**src/rtl/pattern_gen_if.sv**
```systemverilog
// pattern_gen_if: video timing/fill inputs and delayed sync/RGB outputs of
// the test-pattern generator. The timing source drives through master; the
// generator consumes through slave.
interface pattern_gen_if;
  logic       vs_in;
  logic       hs_in;
  logic       de_in;
  logic [7:0] pattern_set;
  logic [7:0] red;
  logic [7:0] green;
  logic [7:0] blue;
  logic       vs_out;
  logic       hs_out;
  logic       de_out;
  logic [7:0] r_out;
  logic [7:0] g_out;
  logic [7:0] b_out;

  modport master (
    output vs_in, hs_in, de_in, pattern_set, red, green, blue,
    input  vs_out, hs_out, de_out, r_out, g_out, b_out
  );

  modport slave (
    input  vs_in, hs_in, de_in, pattern_set, red, green, blue,
    output vs_out, hs_out, de_out, r_out, g_out, b_out
  );
endinterface

```
**src/rtl/pattern_gen.sv**
```systemverilog
// pattern_gen: video test-pattern generator, 2-stage pipeline.
// Pattern select and fill colour are latched on the vs_in rising edge so the
// image never changes mid-frame. Syncs/DE and RGB leave 2 cycles after input.
// Optional macro PATTERN_GEN_GRID_EN: patterns 5-7 draw a 64-pixel grid over
// the fill colour; without it those selects output black.
module pattern_gen #(
  parameter int H_ACTIVE = 1280,
  parameter int V_ACTIVE = 720,
  parameter int BAR_W    = 160
) (
  input  logic          clk,
  input  logic          rst_n,
  pattern_gen_if.slave  bus
);

  localparam int STAGES = 2;

  typedef struct packed {
    logic [7:0] r;
    logic [7:0] g;
    logic [7:0] b;
  } rgb_t;

  localparam rgb_t C_WHITE   = 24'hFFFFFF;
  localparam rgb_t C_YELLOW  = 24'hFFFF00;
  localparam rgb_t C_CYAN    = 24'h00FFFF;
  localparam rgb_t C_GREEN   = 24'h00FF00;
  localparam rgb_t C_MAGENTA = 24'hFF00FF;
  localparam rgb_t C_RED     = 24'hFF0000;
  localparam rgb_t C_BLUE    = 24'h0000FF;
  localparam rgb_t C_BLACK   = 24'h000000;

  // stage-0 state: edge detectors, frame latch, pixel counters
  logic        r_vs_d;
  logic        r_de_d;
  logic [2:0]  r_pat_q;
  rgb_t        r_fill_q;
  logic [11:0] r_x_cnt;
  logic [11:0] r_y_cnt;
  logic [11:0] r_bar_pix;
  logic [2:0]  r_bar_idx;

  // pipeline
  logic [STAGES:1] r_vld_pipe;
  logic [STAGES:1] r_hs_pipe;
  logic [STAGES:1] r_vs_pipe;
  logic [11:0]     r_s1_x;
  logic [11:0]     r_s1_y;
  logic [2:0]      r_s1_bar;
  rgb_t            r_pix;
  rgb_t            w_pix;

  logic w_vs_rise;
  logic w_de_fall;
  logic w_unused_pat;

  assign w_vs_rise    = bus.vs_in & ~r_vs_d;
  assign w_de_fall    = ~bus.de_in & r_de_d;
  assign w_unused_pat = ^bus.pattern_set[7:3];

  // registered copies of vs_in/de_in for edge detection
  always_ff @(posedge clk or negedge rst_n) begin
    if (!rst_n) begin
      r_vs_d <= 1'b0;
      r_de_d <= 1'b0;
    end else begin
      r_vs_d <= bus.vs_in;
      r_de_d <= bus.de_in;
    end
  end

  // pattern and fill colour held for a whole frame; power-up pattern is the ramp
  always_ff @(posedge clk or negedge rst_n) begin
    if (!rst_n) begin
      r_pat_q  <= 3'd4;
      r_fill_q <= '0;
    end else if (w_vs_rise) begin
      r_pat_q  <= bus.pattern_set[2:0];
      r_fill_q <= {bus.red, bus.green, bus.blue};
    end
  end

  // horizontal pixel counter: counts DE cycles, cleared in blanking, saturating
  always_ff @(posedge clk or negedge rst_n) begin
    if (!rst_n)
      r_x_cnt <= '0;
    else if (!bus.de_in)
      r_x_cnt <= '0;
    else if (r_x_cnt != 12'hFFF)
      r_x_cnt <= r_x_cnt + 12'd1;
  end

  // line counter: steps at each end of active line, cleared at frame start
  always_ff @(posedge clk or negedge rst_n) begin
    if (!rst_n)
      r_y_cnt <= '0;
    else if (w_vs_rise)
      r_y_cnt <= '0;
    else if (w_de_fall && (r_y_cnt != 12'hFFF))
      r_y_cnt <= r_y_cnt + 12'd1;
  end

  // colour-bar index tracked by a pixel-within-bar counter instead of a divider
  always_ff @(posedge clk or negedge rst_n) begin
    if (!rst_n) begin
      r_bar_pix <= '0;
      r_bar_idx <= '0;
    end else if (!bus.de_in) begin
      r_bar_pix <= '0;
      r_bar_idx <= '0;
    end else if (r_bar_pix == 12'(BAR_W - 1)) begin
      r_bar_pix <= '0;
      if (r_bar_idx != 3'd7)
        r_bar_idx <= r_bar_idx + 3'd1;
    end else begin
      r_bar_pix <= r_bar_pix + 12'd1;
    end
  end

  // sync and DE shift registers, one bit per pipeline stage
  always_ff @(posedge clk or negedge rst_n) begin
    if (!rst_n) begin
      r_vld_pipe <= '0;
      r_hs_pipe  <= '0;
      r_vs_pipe  <= '0;
    end else begin
      r_vld_pipe <= {r_vld_pipe[STAGES-1:1], bus.de_in};
      r_hs_pipe  <= {r_hs_pipe[STAGES-1:1],  bus.hs_in};
      r_vs_pipe  <= {r_vs_pipe[STAGES-1:1],  bus.vs_in};
    end
  end

  // stage 1: capture the coordinates belonging to the incoming pixel
  always_ff @(posedge clk or negedge rst_n) begin
    if (!rst_n) begin
      r_s1_x   <= '0;
      r_s1_y   <= '0;
      r_s1_bar <= '0;
    end else begin
      r_s1_x   <= r_x_cnt;
      r_s1_y   <= r_y_cnt;
      r_s1_bar <= r_bar_idx;
    end
  end

  // pattern decode from stage-1 coordinates and the frame-latched selection
  always_comb begin
    w_pix = C_BLACK;
    case (r_pat_q)
      3'd0: w_pix = r_fill_q;
      3'd1: begin
        if ((r_s1_x == '0) || (r_s1_x == 12'(H_ACTIVE - 1)) ||
            (r_s1_y == '0) || (r_s1_y == 12'(V_ACTIVE - 1)))
          w_pix = C_WHITE;
        else
          w_pix = r_fill_q;
      end
      3'd2: begin
        case (r_s1_bar)
          3'd0: w_pix = C_WHITE;
          3'd1: w_pix = C_YELLOW;
          3'd2: w_pix = C_CYAN;
          3'd3: w_pix = C_GREEN;
          3'd4: w_pix = C_MAGENTA;
          3'd5: w_pix = C_RED;
          3'd6: w_pix = C_BLUE;
          default: w_pix = C_BLACK;
        endcase
      end
      3'd3: w_pix = (r_s1_x[5] ^ r_s1_y[5]) ? C_WHITE : C_BLACK;
      3'd4: w_pix = {r_s1_x[7:0], r_s1_x[7:0], r_s1_x[7:0]};
`ifdef PATTERN_GEN_GRID_EN
      default: begin
        if ((r_s1_x[5:0] == 6'd0) || (r_s1_y[5:0] == 6'd0) ||
            (r_s1_x == 12'(H_ACTIVE - 1)) || (r_s1_y == 12'(V_ACTIVE - 1)))
          w_pix = C_WHITE;
        else
          w_pix = r_fill_q;
      end
`else
      default: w_pix = C_BLACK;
`endif
    endcase
  end

  // stage 2: register the pixel, blanked to black outside active video
  always_ff @(posedge clk or negedge rst_n) begin
    if (!rst_n)
      r_pix <= '0;
    else
      r_pix <= r_vld_pipe[1] ? w_pix : C_BLACK;
  end

  assign bus.vs_out = r_vs_pipe[STAGES];
  assign bus.hs_out = r_hs_pipe[STAGES];
  assign bus.de_out = r_vld_pipe[STAGES];
  assign bus.r_out  = r_pix.r;
  assign bus.g_out  = r_pix.g;
  assign bus.b_out  = r_pix.b;

endmodule

```
**src/flat_wrapper.sv**
```systemverilog
// flat-port wrapper written by rule: the top's interface ports become plain ports
module pattern_gen_flat 
#(
  parameter int H_ACTIVE = 1280,
  parameter int V_ACTIVE = 720,
  parameter int BAR_W    = 160
)
  (clk, rst_n, bus_vs_in, bus_hs_in, bus_de_in, bus_pattern_set, bus_red, bus_green, bus_blue, bus_vs_out, bus_hs_out, bus_de_out, bus_r_out, bus_g_out, bus_b_out);
  pattern_gen_if bus_i ();
  input  logic clk;
  input  logic rst_n;
  input wire logic [$bits(bus_i.vs_in)-1:0] bus_vs_in;
  input wire logic [$bits(bus_i.hs_in)-1:0] bus_hs_in;
  input wire logic [$bits(bus_i.de_in)-1:0] bus_de_in;
  input wire logic [$bits(bus_i.pattern_set)-1:0] bus_pattern_set;
  input wire logic [$bits(bus_i.red)-1:0] bus_red;
  input wire logic [$bits(bus_i.green)-1:0] bus_green;
  input wire logic [$bits(bus_i.blue)-1:0] bus_blue;
  output wire logic [$bits(bus_i.vs_out)-1:0] bus_vs_out;
  output wire logic [$bits(bus_i.hs_out)-1:0] bus_hs_out;
  output wire logic [$bits(bus_i.de_out)-1:0] bus_de_out;
  output wire logic [$bits(bus_i.r_out)-1:0] bus_r_out;
  output wire logic [$bits(bus_i.g_out)-1:0] bus_g_out;
  output wire logic [$bits(bus_i.b_out)-1:0] bus_b_out;
  assign bus_i.vs_in = bus_vs_in;
  assign bus_i.hs_in = bus_hs_in;
  assign bus_i.de_in = bus_de_in;
  assign bus_i.pattern_set = bus_pattern_set;
  assign bus_i.red = bus_red;
  assign bus_i.green = bus_green;
  assign bus_i.blue = bus_blue;
  assign bus_vs_out = bus_i.vs_out;
  assign bus_hs_out = bus_i.hs_out;
  assign bus_de_out = bus_i.de_out;
  assign bus_r_out = bus_i.r_out;
  assign bus_g_out = bus_i.g_out;
  assign bus_b_out = bus_i.b_out;
  pattern_gen #(.H_ACTIVE(H_ACTIVE), .V_ACTIVE(V_ACTIVE), .BAR_W(BAR_W)) u_core (.clk(clk), .rst_n(rst_n), .bus(bus_i));
endmodule
```
**config.mk**
```make
export PLATFORM = sky130hd
export DESIGN_NAME = pattern_gen_flat
export DESIGN_NICKNAME = d
export VERILOG_FILES = /design/src/rtl/pattern_gen_if.sv /design/src/rtl/pattern_gen.sv /design/src/flat_wrapper.sv
export SDC_FILE = /design/constraint.sdc
export NUM_CORES = 1
export LEC_CHECK = 0
export BUFFER_PORTS_ARGS = -buffer_cell sky130_fd_sc_hd__buf_2
export CAP_MARGIN = 10
export CELL_PAD_IN_SITES_DETAIL_PLACEMENT = 0
export CELL_PAD_IN_SITES_GLOBAL_PLACEMENT = 1
export CORE_MARGIN = 8
export CORE_UTILIZATION = 46
export DETAILED_ROUTE_END_ITERATION = 6
export PLACE_DENSITY_LB_ADDON = 0.12
export SETUP_SLACK_MARGIN = 0.4
export SYNTH_ARGS = -nofsm -noshare
export SYNTH_HDL_FRONTEND = slang
export SYNTH_SLANG_ARGS = --single-unit
export TNS_END_PERCENT = 5
```
**constraint.sdc**
```tcl
create_clock -name clk -period 2.5 [get_ports clk]
set_clock_uncertainty 0.15 [all_clocks]
set_input_delay 0.125 -clock clk [delete_from_list [all_inputs] [get_ports clk]]
set_output_delay 0.125 -clock clk [all_outputs]
set_load 0.01 [all_outputs]
```
==> flow_summary.yaml <==
floorplan:
  die-height_um: 126
  design.die.area_mm2: 0.0159
  initial_core_util_pct: 46.7
  dieWidth_um: 126
  core_area_mm2: 0.0119
  placement_row_count: 40
  num_io_pins: 64
pwr:
  finalPower_mw: 5.58
  cellPowerDensity_mw_per_mm2: 798
  total_leakage_power_nw: 3.45
  peak_supply_drop_uv: 483
placed_design:
  dpl_worst_slack_ns: 0.387
  detailedPlacementHpwl_um: 8520
  portBuffers: 58
  finalWeightedCongestion: 0.746
global_routing:
  grt_first_pass_wirelength_um: 22100
  groute.layer.met2.usage_pct: 28.3
  gr_layer_usage_met3_pct: 4.47
  grt_pass1_vias: 4443
  grt_overflow: 0
  met1_usage_pct: 21.6
  grt_max_degree: 47
  grt_antenna_before_repair: 0
  grt_usage_pct: 17.3
  global_route.peak_usage_layer: "met2"
routing:
  via_per_inst: 5.57
  drc: 0
  avgRoutedWirePerCell_um: 16.4
  total_vias_in_the_final_route: 4380
  wirelength_um: 12900
  firstDrtPassIters: 4
  drt-initial-drc-count: 327
  antenna_left: 0
critical_path:
  crit_type: "flip-flop to flip-flop"
  cp.required_ns: 2.58
  r2r_slack_ns: 0.40
  delay_heaviest_family_cp: "compound AO/OA/AOI/OAI gates"
  worstSetupStartpointType: "flip-flop"
  list_of_cells_traversed_by_the_critical_path: "nand3b_4 > a2bb2o_1 > o41ai_1 > a31oi_1"
  reg2regPathDepth: 4
  max_stage_delay_ns: 0.72
  cp.buffers_inverters: 0
  cp_max_stage_cell: "sky130_fd_sc_hd__dfstp_4"
  path_max_fanout: 10
  end_kind: "flip-flop"
  regToRegStartpoint: "u_core.r_pat_q[2]"
  critPathArrivalTime_ns: 2.19
  critical_path.reg2reg.endpoint: "u_core.bus.g_out[5]"
clocking:
  cts.sinks: 123
  clk-insertion-delay-late_ns: 0.41
  clkTransAtPathRegs_ns: 0.05
  cts_root_buffer: "sky130_fd_sc_hd__clkbuf_16"
  cts_max_path_buffers: 2
  cts_made_buffers: 17
  cts.repair_timing.setup_buffer_count: 0
  cts_tree: "built"
  cts-htree-levels: 4
sta:
  maxClockFrequency_mhz: 476
  report.final.hold_viol_count: 0
  timing.slew.headroom_pct: 31.6
  period_minus_slack_ns: 2.10
  setup-tns-final_ns: 0
  postLayoutSetupSlackWorst_ns: 0.398
  finalMaxSlewViolations: 0
  grt_setup_unrepaired: "true"
  worst_pin_slew_ns: 1.03
  report.final.setup_viol: 0
  post-route-period-util_pct: 84.1
  final.hold.worst_slack_ns: 0.111
synthesis:
  ys_ff_latch: 123
  synth.yosys.seq_area_share_pct: 55.4
  post_synth_inst_count: 531
  ys.warnings.count: 0
  synth_edf_count: 0
  postSynthAreaPerCell_um2: 10.5
  netlist_area_mm2: 0.00556
  ys_dominant_reg_cell: "sky130_fd_sc_hd__dfrtp_1"
  syn_nets: 573
  post_synth_arst_share_pct: 100
  netlist-cell-type-count: 54
finish:
  drive_gt1_share_pct: 18.9
  area_delta_synth_final_pct: 25.7
  n_antenna_cell: 0
  fin_nets: 669
min_path:
  hp-class: "input port to asynchronous set/reset pin"
outcome:
  status: "complete, no violations"
job:
  drv.max_cap_violation_count: 0
[stage by stage]
stage,instance area (um^2),util (%),cells
after detailed placement,6020,50.6,724
after global routing,6990,58.7,787
after global placement,6020,50.6,724
after CTS,6980,58.6,787
final,6990,58.7,787
after floorplan,5560,-,531
[Yosys cell counts (2+ instances only)]
cell / count / area share, %
sky130_fd_sc_hd__a21o_1: 24 / 3.2
sky130_fd_sc_hd__a21oi_1: 11 / 0.99
sky130_fd_sc_hd__a31oi_1: 27 / 3.0
sky130_fd_sc_hd__and3_1: 4 / 0.45
sky130_fd_sc_hd__and4_1: 3 / 0.47
sky130_fd_sc_hd__buf_1: 4 / 0.27
sky130_fd_sc_hd__buf_2: 3 / 0.27
sky130_fd_sc_hd__buf_6: 6 / 1.2
sky130_fd_sc_hd__clkbuf_1: 13 / 0.88
sky130_fd_sc_hd__dfrtp_1: 122 / 55
sky130_fd_sc_hd__ha_1: 5 / 1.1
sky130_fd_sc_hd__inv_1: 4 / 0.27
sky130_fd_sc_hd__mux2i_1: 4 / 0.72
sky130_fd_sc_hd__nand2_1: 102 / 6.9
sky130_fd_sc_hd__nand2b_1: 3 / 0.34
sky130_fd_sc_hd__nand3_1: 15 / 1.4
sky130_fd_sc_hd__nand4_1: 10 / 1.1
sky130_fd_sc_hd__nor2_1: 27 / 1.8
sky130_fd_sc_hd__nor2b_1: 2 / 0.23
sky130_fd_sc_hd__nor3_1: 30 / 2.7
sky130_fd_sc_hd__nor3b_2: 2 / 0.45
sky130_fd_sc_hd__nor4_1: 6 / 0.68
sky130_fd_sc_hd__nor4_2: 3 / 0.68
sky130_fd_sc_hd__nor4b_4: 3 / 1.3
sky130_fd_sc_hd__o21ai_0: 8 / 0.72
sky130_fd_sc_hd__o2bb2ai_1: 6 / 0.95
sky130_fd_sc_hd__o311ai_0: 2 / 0.32
sky130_fd_sc_hd__o31ai_1: 26 / 3.5
sky130_fd_sc_hd__o41ai_1: 6 / 0.95
sky130_fd_sc_hd__or3_1: 5 / 0.56
sky130_fd_sc_hd__or4_1: 7 / 0.95
sky130_fd_sc_hd__xnor2_1: 7 / 1.1
sky130_fd_sc_hd__xor2_1: 10 / 1.6
[power breakdown]
group	leakage, nW	internal [mW]	switching, mW
Clock	0.311	1.75	0.856
Sequential	1.64	2.14	0.113
Combinational	1.50	0.310	0.413
Total	3.45	4.20	1.38
[per-layer routing]
layer | up-vias | part of all wire (%)
met1 | 2151 | 46
met3 | 11 | 3.7
met5 | - | 0
li1 | 2139 | -
met4 | 0 | 1.1
met2 | 79 | 49
[cell usage in the layout, fill, tap and decap left out, types with 15 or more instances in the layout]
master	n
sky130_fd_sc_hd__dfrtp_1	122
sky130_fd_sc_hd__nand2_1	102
sky130_fd_sc_hd__buf_2	57
sky130_fd_sc_hd__dlygate4sd3_1	31
sky130_fd_sc_hd__nor3_1	30
sky130_fd_sc_hd__nor2_1	27
sky130_fd_sc_hd__a31oi_1	27
sky130_fd_sc_hd__o31ai_1	26
sky130_fd_sc_hd__a21o_1	24
sky130_fd_sc_hd__clkbuf_16	17
sky130_fd_sc_hd__nand3_1	15
[worst max path at each step]
stage / from / end / cells after the start
detailed placement: u_core.r_pat_q[2] / u_core.bus.g_out[3] / 5
CTS: u_core.r_pat_q[2] / u_core.bus.g_out[3] / 5
floorplan: u_core.r_pat_q[2] / u_core.bus.b_out[5] / 6
finish: u_core.r_pat_q[2] / u_core.bus.g_out[5] / 4
global placement: u_core.r_pat_q[2] / u_core.bus.b_out[6] / 5
global route: u_core.r_x_cnt[0] / u_core.r_x_cnt[7] / 5
[area by class of cell]
class / count / area, um^2
fill: 1022 / 4920
clock buffer: 22 / 474
inverter: 4 / 15.0
tap: 147 / 184
clock inverter: 10 / 164
timing repair buffer: 104 / 741
multi-input combinational: 377 / 2330
sequential: 123 / 3080
[flip-flops by register name, indices dropped and copies added, names as in the netlist]
signal,flops
u_core.r_vs_pipe,2
u_core.r_pat_q,3
u_core.bus.r_out,8
u_core.bus.g_out,8
u_core.r_hs_pipe,2
u_core.r_s1_x,12
u_core.r_vld_pipe,2
u_core.r_y_cnt,12
u_core.r_fill_q,24
u_core.r_s1_y,12
u_core.r_x_cnt,12
u_core.r_bar_idx,3
u_core.r_s1_bar,3
u_core.r_bar_pix,12
u_core.bus.b_out,8
[cell families after synthesis]
logic type	Yosys count	synth area share, %
multiplexers	4	0.720
AO/OA/AOI/OAI	117	14.7
adder cells (fa/ha/maj)	5	1.13
flip-flops	123	55.4
XOR/XNOR	17	2.68
buffers and inverters	31	3.04
AND/OR/NAND/NOR	234	22.3
[repair_timing]
| action | CTS | global route |
|---|---|---|
| endpoints found under the setup margin | 9 | 37 |
| cloned | 0 | 0 |
| endpoints found under the hold margin | 74 | 0 |
| hold buffers | 31 | 0 |
| gates resized for setup | 1 | 2 |
| pin swaps | 0 | 0 |
No activity file was read; power rests on OpenSTA's default activity.
